File: src/rtl/multicycle_control_pkg.sv
//------------------------------------------------------------------------------
// multicycle_control_pkg
// Shared state codes, opcodes and mux-select encodings for the multicycle core.
// Revision: 1.0
//------------------------------------------------------------------------------
`default_nettype none

package multicycle_control_pkg;

  localparam logic [3:0] S_FETCH    = 4'd0;
  localparam logic [3:0] S_DECODE   = 4'd1;
  localparam logic [3:0] S_MEMADR   = 4'd2;
  localparam logic [3:0] S_MEMREAD  = 4'd3;
  localparam logic [3:0] S_MEMWB    = 4'd4;
  localparam logic [3:0] S_MEMWRITE = 4'd5;
  localparam logic [3:0] S_EXECR    = 4'd6;
  localparam logic [3:0] S_ALUWB    = 4'd7;
  localparam logic [3:0] S_EXECI    = 4'd8;
  localparam logic [3:0] S_JAL      = 4'd9;
  localparam logic [3:0] S_BEQ      = 4'd10;

  localparam logic [6:0] OP_LW    = 7'b0000011;
  localparam logic [6:0] OP_SW    = 7'b0100011;
  localparam logic [6:0] OP_RTYPE = 7'b0110011;
  localparam logic [6:0] OP_ITYPE = 7'b0010011;
  localparam logic [6:0] OP_JAL   = 7'b1101111;
  localparam logic [6:0] OP_BEQ   = 7'b1100011;

  localparam logic [1:0] SRCA_PC    = 2'b00;
  localparam logic [1:0] SRCA_OLDPC = 2'b01;
  localparam logic [1:0] SRCA_RD1   = 2'b10;

  localparam logic [1:0] SRCB_RD2  = 2'b00;
  localparam logic [1:0] SRCB_IMM  = 2'b01;
  localparam logic [1:0] SRCB_FOUR = 2'b10;

  localparam logic [1:0] RES_ALUOUT    = 2'b00;
  localparam logic [1:0] RES_DATA      = 2'b01;
  localparam logic [1:0] RES_ALURESULT = 2'b10;

  localparam logic [2:0] ALU_ADD = 3'b000;
  localparam logic [2:0] ALU_SUB = 3'b001;
  localparam logic [2:0] ALU_AND = 3'b010;
  localparam logic [2:0] ALU_OR  = 3'b011;
  localparam logic [2:0] ALU_SLT = 3'b101;

  localparam logic [1:0] IMM_I = 2'b00;
  localparam logic [1:0] IMM_S = 2'b01;
  localparam logic [1:0] IMM_B = 2'b10;
  localparam logic [1:0] IMM_J = 2'b11;

  function automatic logic [1:0] imm_src_of(input logic [6:0] op);
    case (op)
      OP_SW:   return IMM_S;
      OP_BEQ:  return IMM_B;
      OP_JAL:  return IMM_J;
      default: return IMM_I;
    endcase
  endfunction

endpackage

`default_nettype wire

File: src/rtl/alu_decoder.sv
//------------------------------------------------------------------------------
// alu_decoder
// Maps funct3/funct7_5 (and op[5] to tell R-type from I-type) to an ALU code.
// Revision: 1.0
//------------------------------------------------------------------------------
`default_nettype none

module alu_decoder
  import multicycle_control_pkg::*;
(
  input  logic       op5,
  input  logic [2:0] funct3,
  input  logic       funct7_5,
  output logic [2:0] alu_control
);

  always_comb begin
    alu_control = ALU_ADD;
    case (funct3)
      // addi never subtracts: op[5] is clear for I-type, so imm bit 30 is ignored
      3'b000:  alu_control = (op5 & funct7_5) ? ALU_SUB : ALU_ADD;
      3'b010:  alu_control = ALU_SLT;
      3'b110:  alu_control = ALU_OR;
      3'b111:  alu_control = ALU_AND;
      default: alu_control = ALU_ADD;
    endcase
  end

endmodule

`default_nettype wire

File: src/rtl/multicycle_control.sv
//------------------------------------------------------------------------------
// multicycle_control
// Moore control FSM for a multicycle RV32I subset (lw/sw/R/I/jal/beq).
// Revision: 1.0
//------------------------------------------------------------------------------
`default_nettype none

module multicycle_control
  import multicycle_control_pkg::*;
(
  input  logic       clk,
  input  logic       reset,
  input  logic [6:0] op,
  input  logic [2:0] funct3,
  input  logic       funct7_5,
  input  logic       zero,
  output logic       pc_write,
  output logic       adr_src,
  output logic       ir_write,
  output logic       mem_write,
  output logic       reg_write,
  output logic [1:0] alu_src_a,
  output logic [1:0] alu_src_b,
  output logic [1:0] result_src,
  output logic [2:0] alu_control,
  output logic [1:0] imm_src,
  output logic [3:0] state_dbg
);

  logic [3:0] r_state;
  logic [3:0] w_next_state;
  logic [3:0] w_out_state;
  logic [2:0] w_alu_func;

  alu_decoder u_alu_decoder (
    .op5         (op[5]),
    .funct3      (funct3),
    .funct7_5    (funct7_5),
    .alu_control (w_alu_func)
  );

  always_ff @(posedge clk) begin
    if (reset) r_state <= S_FETCH;
    else       r_state <= w_next_state;
  end

  always_comb begin
    w_next_state = S_FETCH;
    case (r_state)
      S_FETCH:  w_next_state = S_DECODE;
      S_DECODE: begin
        case (op)
          OP_LW, OP_SW: w_next_state = S_MEMADR;
          OP_RTYPE:     w_next_state = S_EXECR;
          OP_ITYPE:     w_next_state = S_EXECI;
          OP_JAL:       w_next_state = S_JAL;
          OP_BEQ:       w_next_state = S_BEQ;
          default:      w_next_state = S_FETCH;
        endcase
      end
      S_MEMADR:  w_next_state = (op == OP_SW) ? S_MEMWRITE : S_MEMREAD;
      S_MEMREAD: w_next_state = S_MEMWB;
      S_EXECR, S_EXECI, S_JAL: w_next_state = S_ALUWB;
      default:   w_next_state = S_FETCH;
    endcase
  end

  // Holding reset presents FETCH controls even before the first clock edge
  assign w_out_state = reset ? S_FETCH : r_state;
  assign state_dbg   = r_state;

  always_comb begin
    pc_write    = 1'b0;
    adr_src     = 1'b0;
    ir_write    = 1'b0;
    mem_write   = 1'b0;
    reg_write   = 1'b0;
    alu_src_a   = SRCA_PC;
    alu_src_b   = SRCB_RD2;
    result_src  = RES_ALUOUT;
    alu_control = ALU_ADD;
    imm_src     = imm_src_of(op);
    case (w_out_state)
      S_FETCH: begin
        ir_write   = 1'b1;
        alu_src_b  = SRCB_FOUR;
        result_src = RES_ALURESULT;
        pc_write   = 1'b1;
      end
      S_DECODE: begin
        alu_src_a = SRCA_OLDPC;
        alu_src_b = SRCB_IMM;
      end
      S_MEMADR: begin
        alu_src_a = SRCA_RD1;
        alu_src_b = SRCB_IMM;
      end
      S_MEMREAD:  adr_src = 1'b1;
      S_MEMWRITE: begin
        adr_src   = 1'b1;
        mem_write = 1'b1;
      end
      S_MEMWB: begin
        result_src = RES_DATA;
        reg_write  = 1'b1;
      end
      S_EXECR: begin
        alu_src_a   = SRCA_RD1;
        alu_control = w_alu_func;
      end
      S_EXECI: begin
        alu_src_a   = SRCA_RD1;
        alu_src_b   = SRCB_IMM;
        alu_control = w_alu_func;
      end
      S_ALUWB: reg_write = 1'b1;
      S_JAL: begin
        alu_src_a = SRCA_OLDPC;
        alu_src_b = SRCB_FOUR;
        pc_write  = 1'b1;
      end
      S_BEQ: begin
        alu_src_a   = SRCA_RD1;
        alu_control = ALU_SUB;
        pc_write    = zero;
      end
      default: ;
    endcase
  end

endmodule

`default_nettype wire
File: config.mk
export PLATFORM = sky130hd
export DESIGN_NAME = multicycle_control
export DESIGN_NICKNAME = d
export VERILOG_FILES = /design/src/rtl/multicycle_control_pkg.sv /design/src/rtl/alu_decoder.sv /design/src/rtl/multicycle_control.sv
export SDC_FILE = /design/constraint.sdc
export NUM_CORES = 1
export LEC_CHECK = 0
export CAP_MARGIN = 20
export CORE_UTILIZATION = 37
export CTS_CLUSTER_SIZE = 16
export DETAILED_ROUTE_END_ITERATION = 10
export HOLD_SLACK_MARGIN = 0.1
export MAX_ROUTING_LAYER = met4
export PLACE_DENSITY = 0.89
export SKIP_CTS_REPAIR_TIMING = 1
export SYNTH_ARGS = -nofsm -noshare
export SYNTH_HDL_FRONTEND = slang
export SYNTH_HIERARCHICAL = 1
export SYNTH_SLANG_ARGS = --single-unit
File: constraint.sdc
create_clock -name clk -period 2.3 [get_ports clk]
set_input_delay 0.23 -clock clk [delete_from_list [all_inputs] [get_ports clk]]
set_output_delay 0.23 -clock clk [all_outputs]
set_load 0.01 [all_outputs]
==> flow_metrics.env <==
export IMPL_status="complete, no violations"
export IMPL_final_nets=131
export IMPL_r2r_start="state_dbg[1]"
export IMPL_fp_dieW_um=39.6
export IMPL_layout_common_cells="clkdlybuf4s50_1, buf_4, nor2_1, nor3_1, a21oi_1"
export IMPL_drv_cap=0
export IMPL_cp_max_fo=9
export IMPL_synth_area_per_cell_sq_um=6.88
export IMPL_synth_nets=90
export IMPL_coreArea_sq_mm=0.00130
export IMPL_irDropWorstVdd_mv=0.163
export IMPL_grt_start_max_net_pins=12
export IMPL_synthDistinctLibCells=41
export IMPL_grt_pass1_wl_mm=2.67
export IMPL_setup_viol=0
export IMPL_syn_inst=76
export IMPL_yosysWarningCount=6
export IMPL_crit_required_ns=2.07
export IMPL_max_freq_mhz=459
export IMPL_synth_edff_count=0
export IMPL_cp_slowest_cell="clkdlybuf4s50_1"
export IMPL_grt_overflow=0
export IMPL_area_growth_pct=81.8
export IMPL_async_reset_ff_share_pct=0
export IMPL_use_met2_pct=44.3
export IMPL_start_util_pct=40.2
export IMPL_yosys_top_cells_area="dfxtp_1, nor3_1, nor2_1"
export IMPL_drc=0
export IMPL_whs_endpoint="state_dbg[2]"
export IMPL_grt_use_met1_pct=29.1
export IMPL_clock_skew_ns=0.00757
export IMPL_finalCriticalPeriod_ns=2.18
export IMPL_hpwl_mm=1.25
export IMPL_ys_ff_latch=4
export IMPL_numPortBuffers=33
export IMPL_dieArea_sq_mm=0.00157
export IMPL_insertion_delay_ns=0.24
export IMPL_clock_path_buffers=2
export IMPL_worstMarginPinSlew_ns=0.347
export IMPL_via_per_inst=5.62
export IMPL_holdCritStartpoint="state_dbg[1]"
export IMPL_htree_levels=1
export IMPL_core_rowCount=13
export IMPL_rsz0062_at_grt="no"
export IMPL_antenna_found_initial=0
export IMPL_cts_buffers=3
export IMPL_synth_top_area_share_pct=15.3
export IMPL_drt_total_wl_mm=1.61
export IMPL_power_total_mw=0.261
export IMPL_p_per_area_mw_per_mm2=274
export IMPL_first_pass_iters=4
export IMPL_seq_area_frac_synth_pct=15.3
export IMPL_holdWs_ns=0.711
export IMPL_antenna_cells=0
export IMPL_drt_wirelength_per_cell_um=12.4
export IMPL_io_pins=34
export IMPL_final_common_cell="clkdlybuf4s50_1"
export IMPL_fillers=122
export IMPL_root_buffer="clkbuf_4"
export IMPL_arrival_ns=1.95
export IMPL_grt_pass1_vias=685
export IMPL_largest_reg_flops=4
export IMPL_clk_pin_slew_ns=0.04
export IMPL_gp_congestion=0.887
export IMPL_vias=731
export IMPL_whs_path_depth=2
export IMPL_cp_start_kind="register"
export IMPL_final_antenna_net_count=0
export IMPL_p_leak_nw=0.420
export IMPL_clock_sinks=4
export IMPL_grt_use_total_pct=25.5
export IMPL_die_y_um=39.6
export IMPL_max_stage_delay_ns=0.53
export IMPL_grt_busiest_layer="met2"
export IMPL_dp_cells=127
export IMPL_critical_path_class="register to output port"
export IMPL_hold_violations=0
export IMPL_cts_tree="yes"
export IMPL_slew_violations=0
export IMPL_yosys_area_top_type="dfxtp_1"
export IMPL_instances_no_fill=130
export IMPL_cp_cell_sequence="nor2b_1 > buf_4 > a22oi_1 > nor3_1 > and2_1 > clkdlybuf4s50_1"
export IMPL_timing_rr_end="state_dbg[2]"
export IMPL_relSlewSlack_pct=76.8
export IMPL_drive_gt1_share_pct=17.4
export IMPL_endpoint_kind="output port"
export IMPL_fin_tns_setup_ns=0
export IMPL_grt_use_met3_pct=1.70
export IMPL_ff2ff_path_depth=4
export IMPL_ff2ff_setup_slack_ns=1.08
export IMPL_timing_final_crit_share_pct=94.7
export IMPL_drt_iter0_drc=17
export IMPL_ys_flop_type="dfxtp_1"
export IMPL_hold_class="register to register"
export IMPL_syn_cell_area_sq_um=523
export IMPL_fin_util_pct=73.1
[per-stage QoR]
step / instance area [sq um] / setup slack (ns)
final: 951 / 0.122
after global routing: 951 / 0.00217
after CTS: 935 / -0.0239
after detailed placement: 912 / -0.00828
after global placement: 912 / 0.0208
after floorplan: 523 / 0.649
[synth_stat cells, types with 2 or more instances]
| cell | n |
|---|---|
| dfxtp_1 | 4 |
| nand3_1 | 2 |
| nand2b_1 | 3 |
| and2_1 | 2 |
| a21oi_1 | 5 |
| nor2_1 | 8 |
| clkbuf_1 | 3 |
| nand2_1 | 4 |
| nor2b_1 | 4 |
| nor4_1 | 2 |
| inv_1 | 3 |
| nor3_1 | 7 |
[cell type report]
type / instances / area [sq um] / share of cell area, %
inverters: 3 / 11.3 / 1.18
well taps: 15 / 18.8 / 1.97
multi-input cells: 63 / 410 / 43.2
clock buffers: 3 / 22.5 / 2.37
repair buffers: 42 / 405 / 42.6
flip-flops and latches: 4 / 82.6 / 8.68
[cell families after synthesis]
logic type	after synthesis	share of synthesized area, %
buffers and inverters	9	7.41
flip-flops	4	15.3
XOR/XNOR	2	3.35
AND/OR/NAND/NOR	40	44.3
adder cells (fa/ha/maj)	1	1.91
AO/OA/AOI/OAI	20	27.8
[report_power, final]
part	internal, mW	switching [mW]
Sequential	0.0717	0.00264
Clock	0.0585	0.0305
Combinational	0.0563	0.0414
[worst max path at each step]
| stage | from | to | slack (ns) | depth (start not counted) |
|---|---|---|---|---|
| after global placement | op[5] | alu_control[0] | 0.02 | 7 |
| after global routing | state_dbg[1] | alu_control[2] | 0.002 | 6 |
| after CTS | op[5] | alu_control[0] | -0.02 | 7 |
| after detailed placement | op[5] | alu_control[0] | -0.008 | 7 |
| after floorplan | state_dbg[1] | alu_src_b[0] | 0.65 | 3 |
| final | state_dbg[1] | alu_control[2] | 0.12 | 6 |
[per-layer routing]
layer	up-vias	share of wire [%]
met5	-	0
met4	0	0.62
met1	320	40
met2	49	50
li1	360	-
met3	2	8.6
[worst max-delay path, delay by kind of cell (launching register included)]
family	cells	cell delay [ns]
compound gates	1	0.06
simple gates	3	0.55
flops	1	0.41
buf+inv	2	0.69
(Power assumes the default switching activity.)
